`src/rtl/mbist_resp_analyzer.sv`:
```
// MBIST read-side response analyzer: tracks issued SRAM reads through a read-latency
// pipeline, compares returned data to the expected word, and records fail results.
module mbist_resp_analyzer #(
  parameter int ADDR_WIDTH = 7,
  parameter int DATA_WIDTH = 8,
  parameter int RD_LATENCY = 1,
  parameter int CNT_WIDTH  = 8
) (
  input  logic                  CLK,
  input  logic                  RESET,
  input  logic                  MBISTEN,
  input  logic                  RD_EN,
  input  logic [ADDR_WIDTH-1:0] ADDR,
  input  logic [DATA_WIDTH-1:0] EXP_DATA,
  input  logic [DATA_WIDTH-1:0] Q,
  input  logic                  ADDR_done,
  output logic                  FAIL,
  output logic [ADDR_WIDTH-1:0] FAIL_ADDR,
  output logic [DATA_WIDTH-1:0] FAIL_BITS,
  output logic [CNT_WIDTH-1:0]  FAIL_CNT,
  output logic                  DONE,
  output logic                  PASS,
  output logic [1:0]            dbg_state
);

  typedef enum logic [1:0] {
    S_IDLE  = 2'd0,
    S_RUN   = 2'd1,
    S_DRAIN = 2'd2,
    S_DONE  = 2'd3
  } state_t;

  localparam logic [2:0] DRAIN_INIT = 3'(RD_LATENCY);

  state_t state, state_nxt;
  logic [2:0] drain_cnt;

  logic [RD_LATENCY-1:0]                 pipe_vld;
  logic [RD_LATENCY-1:0][ADDR_WIDTH-1:0] pipe_addr;
  logic [RD_LATENCY-1:0][DATA_WIDTH-1:0] pipe_exp;

  logic accept, cmp_en, start, flush, mism;
  logic [DATA_WIDTH-1:0] syndrome;

  // State register
  always_ff @(posedge CLK) begin
    if (RESET) state <= S_IDLE;
    else       state <= state_nxt;
  end

  // Next-state logic; dropping MBISTEN aborts any active sweep
  always_comb begin
    state_nxt = state;
    case (state)
      S_IDLE:  if (MBISTEN) state_nxt = S_RUN;
      S_RUN:   if (!MBISTEN) state_nxt = S_IDLE;
               else if (ADDR_done) state_nxt = S_DRAIN;
      S_DRAIN: if (!MBISTEN) state_nxt = S_IDLE;
               else if (drain_cnt == 3'd0) state_nxt = S_DONE;
      S_DONE:  if (!MBISTEN) state_nxt = S_IDLE;
      default: state_nxt = S_IDLE;
    endcase
  end

  // Output / control decode
  always_comb begin
    accept    = (state == S_RUN) && MBISTEN && RD_EN;
    cmp_en    = ((state == S_RUN) || (state == S_DRAIN)) && MBISTEN && pipe_vld[RD_LATENCY-1];
    start     = (state == S_IDLE) && MBISTEN;
    flush     = ((state == S_RUN) || (state == S_DRAIN)) && !MBISTEN;
    DONE      = (state == S_DONE);
    PASS      = DONE & ~FAIL;
    dbg_state = state;
  end

  // Drain counter covers the reads still in flight when the sweep ends
  always_ff @(posedge CLK) begin
    if (RESET)                                         drain_cnt <= 3'd0;
    else if ((state == S_RUN) && (state_nxt == S_DRAIN)) drain_cnt <= DRAIN_INIT;
    else if ((state == S_DRAIN) && (drain_cnt != 3'd0))  drain_cnt <= drain_cnt - 3'd1;
  end

  always_ff @(posedge CLK) begin
    if (RESET || flush) begin
      pipe_vld <= '0;
    end else begin
      pipe_vld[0] <= accept;
      for (int i = 1; i < RD_LATENCY; i++) pipe_vld[i] <= pipe_vld[i-1];
    end
  end

  // Payload only matters when its valid bit is set, so it carries no reset
  always_ff @(posedge CLK) begin
    pipe_addr[0] <= ADDR;
    pipe_exp[0]  <= EXP_DATA;
    for (int i = 1; i < RD_LATENCY; i++) begin
      pipe_addr[i] <= pipe_addr[i-1];
      pipe_exp[i]  <= pipe_exp[i-1];
    end
  end

  assign syndrome = Q ^ pipe_exp[RD_LATENCY-1];
  assign mism     = cmp_en && (syndrome != '0);

  // First-fail capture is locked once FAIL is set; the count saturates
  always_ff @(posedge CLK) begin
    if (RESET || start) begin
      FAIL      <= 1'b0;
      FAIL_ADDR <= '0;
      FAIL_BITS <= '0;
      FAIL_CNT  <= '0;
    end else if (mism) begin
      FAIL <= 1'b1;
      if (!FAIL) begin
        FAIL_ADDR <= pipe_addr[RD_LATENCY-1];
        FAIL_BITS <= syndrome;
      end
      if (FAIL_CNT != '1) FAIL_CNT <= FAIL_CNT + CNT_WIDTH'(1);
    end
  end

endmodule
```
`config.mk`:
```
export PLATFORM = sky130hd
export DESIGN_NAME = mbist_resp_analyzer
export DESIGN_NICKNAME = d
export VERILOG_FILES = /design/src/rtl/mbist_resp_analyzer.sv
export SDC_FILE = /design/constraint.sdc
export NUM_CORES = 1
export LEC_CHECK = 0
export ABC_AREA = 1
export CAP_MARGIN = 40
export CORE_MARGIN = 5
export CORE_UTILIZATION = 40
export CTS_CLUSTER_DIAMETER = 80
export DETAILED_ROUTE_END_ITERATION = 12
export GPL_TIMING_DRIVEN = 0
export PLACE_DENSITY = 0.69
export SETUP_SLACK_MARGIN = 0.3
export SLEW_MARGIN = 20
export SYNTH_ARGS = -nofsm -noshare
export SYNTH_HDL_FRONTEND = slang
export SYNTH_SLANG_ARGS = --single-unit
```
`constraint.sdc`:
```
create_clock -name CLK -period 1.7 [get_ports CLK]
set_input_delay 0.34 -clock CLK [delete_from_list [all_inputs] [get_ports CLK]]
set_output_delay 0.34 -clock CLK [all_outputs]
set_load 0.05 [all_outputs]
```
Word-level counts from Yosys, hierarchy flattened:

Cells that the tools add are included.

* add/sub/neg operators: 2
* eq/ne operators: 5
* multiplexer cells: 9
* bitwise logic cells: 3
* reduce and logical (&&, ||, !) cells: 21

Operators with widths (number)
* 2-to-1 mux 2 bit: 6
* logical AND 1 bit: 9
* adder 8 x 1 -> 8 bit (second input constant): 1
* inequality test 8 bit (second input constant): 1
* one-hot mux 2 bit (4 select lines): 1
* nonzero test 8 bit: 1
* XOR 8 bit: 1
* equality test 2 bit (second input constant): 3
* AND reduction 2 bit: 2
* logical NOT 3 bit: 1
* logical OR 1 bit: 3
* nonzero test 3 bit: 1
* subtractor 3 x 1 -> 3 bit (second input constant): 1
* equality test 2 x 1 -> 1 bit (second input constant): 1
* logical NOT 2 bit: 1
* 2-to-1 mux 1 bit: 2
* nonzero test 2 bit: 1
* OR reduction 2 bit: 1
* bitwise AND 1 bit: 1
* logical NOT 1 bit: 1
* inverter 1 bit: 1

* bits in registers: 45
* input port bits: 28
* output and inout bits: 28
* word-level logic and storage cells: 50

Longest topological paths before layout:

* depth after elaboration: 7
* mapped depth: 11
* gate-level depth less buffers: 11

Least setup slack after synthesis:

No wires, ideal clock.

* path kind: register to output
* start point: reg state[1], in the netlist dbg_state[1]
* end point: out PASS
* arrival time: 2021 ps
* data required time: 1360 ps
* setup slack: -661 ps
* cell stages (with the launch flop): 4
* path buffers: 0
* cell sequence: dfxtp_1 -> ha_1 -> inv_1 -> nor2_1

* word-level cells in the longest chain between the ends: 2

Ends and longest elaborated chain
* start: declaration: RTL line 35 `state_t state, state_nxt;`
* start signal: assignment: RTL line 48 `else state <= state_nxt;`
* equality test 2 bit: RTL line 71 `DONE = (state == S_DONE);`
* net DONE: RTL line 21 `output logic DONE,`
* bitwise AND 1 bit: RTL line 72 `PASS = DONE & ~FAIL;`
* end: declaration: RTL line 22 `output logic PASS,`

The timed path passes the listed nets, and every way through them passes these cells.

Worst setup path in the final report:

* start point: reg state[1], in the netlist dbg_state[1]
* end point: reg FAIL_BITS[4]

* word-level cells in the longest chain between the ends: 6
* elaborated cells between the ends (all ways): 10
* classes of those cells: 2 x eq/ne; 8 x reduce/logical

Ends and longest elaborated chain
* equality test 2 x 1 -> 1 bit / equality test 2 bit (equally long branches): RTL line 68 `cmp_en = ((state == S_RUN) || (state == S_DRAIN)) && MBISTEN && pipe_vld[RD_LATENCY-1];`
* logical OR 1 bit: RTL line 68
* logical AND 1 bit (2 in series): RTL line 68
* logical AND 1 bit: RTL line 103 `assign mism = cmp_en && (syndrome != '0);`
* AND reduction 2 bit (no source line)
* end signal: assignment: RTL line 116 `FAIL_BITS <= syndrome;`
* end: declaration: RTL line 19 `output logic [DATA_WIDTH-1:0] FAIL_BITS,`

Parallel ways exist; a longest one is shown, timed or not.
A chain may end at the register's enable or synchronous reset.

==> flow_summary.yaml <==
global_routing:
  antenna_found_initial: 0
  grt_pass1_vias: 2056
  grt_max_degree: 15
  track_usage_pct: 17.8
  overflow: 0
  grt_first_pass_wirelength_mm: 8.98
sta:
  slew_viol_final: 0
  setup_viol: 0
  holdWs_ns: 0.469
  rsz0062_at_grt: "yes"
  slew_headroom_pct: 68.5
  hold_viol: 0
  min_period_over_period_pct: 88.9
  timing.fmax_mhz: 662
  fin_skew_ns: 0.0109
  period_needed_ns: 1.51
  worst_pin_slew_ns: 0.473
clock_tree:
  clk_path_buf_depth: 2
  cts_tree: "built"
  cts_hold_buf: 0
  clk_latency_ns: 0.30
  h-tree-depth: 2
  clkTransAtPathRegs_ns: 0.09
  cts_sinks: 45
  cts-root-buf: "clkbuf_8"
  cts_buffers: 5
cells_and_area:
  drive_gt1_share_pct: 37.0
  fin_nets: 386
  syn_to_final_growth_pct: 55.8
  layout.cells.most_common: "nand2_1"
  mostFrequentLayoutCells: "nand2_1, inv_1, dfxtp_1"
  diodes: 0
  fill_cells: 432
placed_design:
  port_buffers: 55
  dp_hpwl_mm: 3.37
  gp_congestion: 0.864
setup_path:
  r2r-start: "dbg_state[1]"
  cpLargestDelayFamily: "flip-flops"
  crit_type: "reg2reg"
  worstPathCellList: "inv_4 -> ha_4 -> nand2_4 -> nor2_4 -> buf_12 -> nand3_4 -> buf_6 -> nand2_2 -> a21oi_2"
  r2r_slack_ns: 0.19
  slowest_delay_ns: 0.40
  crit_fanout: 8
  crit_buf_inv: 3
  cp.required_ns: 1.89
  start_kind: "flop"
  crit_path_top_delay_cell: "dfxtp_4"
  reg2reg_depth: 9
  r2r_end: "FAIL_BITS[4]"
  critPathCaptureType: "flop"
  worstPathArrival_ns: 1.70
logic_synthesis:
  ys_types: 22
  synth.yosys.seq_area_share_pct: 45.5
  syn_nets: 300
  yosys_warnings: 0
  syn-cell-area_um2: 1980
  synth_seq_cells: 45
  synth_area_per_cell_um2: 7.50
  synth_cells: 264
worst_hold_path:
  worstHoldEndpoint: "drain_cnt[2]"
  holdCritPathClass: "reg2reg"
  holdPathStages: 2
  holdCritStartpoint: "drain_cnt[2]"
routing:
  first_iter_violations: 99
  dr_total_vias: 1990
  wl_mm: 5.39
  drcViolationCount: 0
  viasPerCell: 4.76
  first_pass_iters: 4
  final_antenna_net_count: 0
  wl_per_cell_um: 12.9
power_and_ir_drop:
  p_sw_uw: 495
  powerDensity_nw_per_um2: 681
  clockPowerShare_pct: 37.9
  switching_share_pct: 23.6
  ir_drop_uv: 488
  p_seq_share_pct: 51.6
  total_power_mw: 2.10
  p_comb_share_pct: 10.4
  p_int_mw: 1.60
  total_leakage_power_nw: 1.38
floorplan:
  start_util_pct: 41.6
  floorplan.die_area_um2: 6460
  dieHeight_um: 80.3
  rows: 25
  core_um2: 4750
  die_x_um: 80.3
  io_pins: 56
run:
  maxCapViolCount: 0
run_status:
  status: "complete, no violations"
sequential cells by signal, summed over array words and instances, names as in the netlist:
signal,cells
FAIL_BITS,8
FAIL_CNT,8
pipe_exp,8
FAIL_ADDR,7
pipe_addr,7
drain_cnt,3
dbg_state,2
FAIL,1
pipe_vld,1
per-layer routing:
metal | track usage, % | vias up | wire [um]
li1 | - | 1024 | -
met1 | 19.8 | 915 | 2250
met2 | 32.4 | 43 | 2770
met3 | 4.93 | 8 | 284
met4 | 5.74 | 0 | 79
met5 | 0 | - | 0
stage by stage:
step	setup WS [ns]	util (%)	std cells	cell area, um2	setup TNS, ns
CTS	0.187	66.0	418	3140	0
finish	0.189	64.9	418	3080	0
global route	0.149	64.9	418	3080	0
global placement	-0.142	56.6	386	2690	-2.68
detailed placement	-0.170	56.6	386	2690	-3.09
floorplan	0.182	-	264	2060	0
repair_timing:
item	in CTS	in global routing
setup buffers	20	0
endpoints found under the hold margin	0	0
resized for setup	158	63
cloned	4	0
setup endpoints to repair	54	52
pin swaps	18	8
power by group through the flow:
stage	clock [mW]	sequential, mW	combinational, mW
floorplan	0	1.12	0.0758
global placement	0	1.11	0.173
detailed placement	0	1.11	0.176
CTS	0.812	1.08	0.208
global route	0.861	1.09	0.240
finish	0.796	1.08	0.219
final cells by class:
class,instances,area [um2],share of cell area (%)
plain buffers,8,72.6,2.35
flip-flops and latches,45,926,30.0
multi-input cells,170,1100,35.6
clock buffers,7,108,3.49
clock inverters,1,7.51,0.243
repair buffers,77,622,20.2
well taps,67,83.8,2.72
inverters,43,166,5.40
Yosys cell counts:
master	instances	share of area, %
buf_6	1	0.57
clkinv_1	1	0.19
nand3_2	3	1.5
or2_2	2	0.63
o21ai_0	4	1.0
buf_2	4	1.0
xor2_1	4	1.8
nand2_2	1	0.32
nand2_1	74	14
nor2_4	1	0.57
nor3_1	1	0.25
dfxtp_1	45	46
nand4_1	23	7.3
inv_1	42	8.0
nand3b_1	1	0.38
o211ai_1	1	0.38
ha_1	8	5.1
clkbuf_1	3	0.57
nand3_1	5	1.3
nor2_1	10	1.9
a21oi_1	29	7.3
nor3_2	1	0.51
how the worst max path moves through the flow:
stage / start / endpoint / slack [ns] / cells after the start
after floorplan: dbg_state[0] / FAIL_ADDR[0] / 0.18 / 8
after global placement: Q[7] / FAIL_CNT[3] / -0.14 / 10
after detailed placement: Q[3] / FAIL_ADDR[1] / -0.17 / 10
after CTS: dbg_state[0] / PASS / 0.19 / 4
after global routing: dbg_state[1] / FAIL_ADDR[1] / 0.15 / 9
final: dbg_state[1] / FAIL_BITS[4] / 0.19 / 9
kinds of logic after synthesis:
family | share of synthesized area, %
simple gates | 28.6
xor+xnor | 1.77
compound gates | 8.72
flops | 45.5
buf+inv | 10.3
fa+ha+maj | 5.06
worst reg2reg max path, delay by kind of cell (launching register included):
kind / cells / cell delay [ns]
AOI/OAI and AO/OA: 1 / 0.05
buffers and inverters: 3 / 0.36
and+or+nand+nor: 4 / 0.31
adders and majority gates: 1 / 0.27
DFF: 1 / 0.40
(Power assumes the default switching activity.)
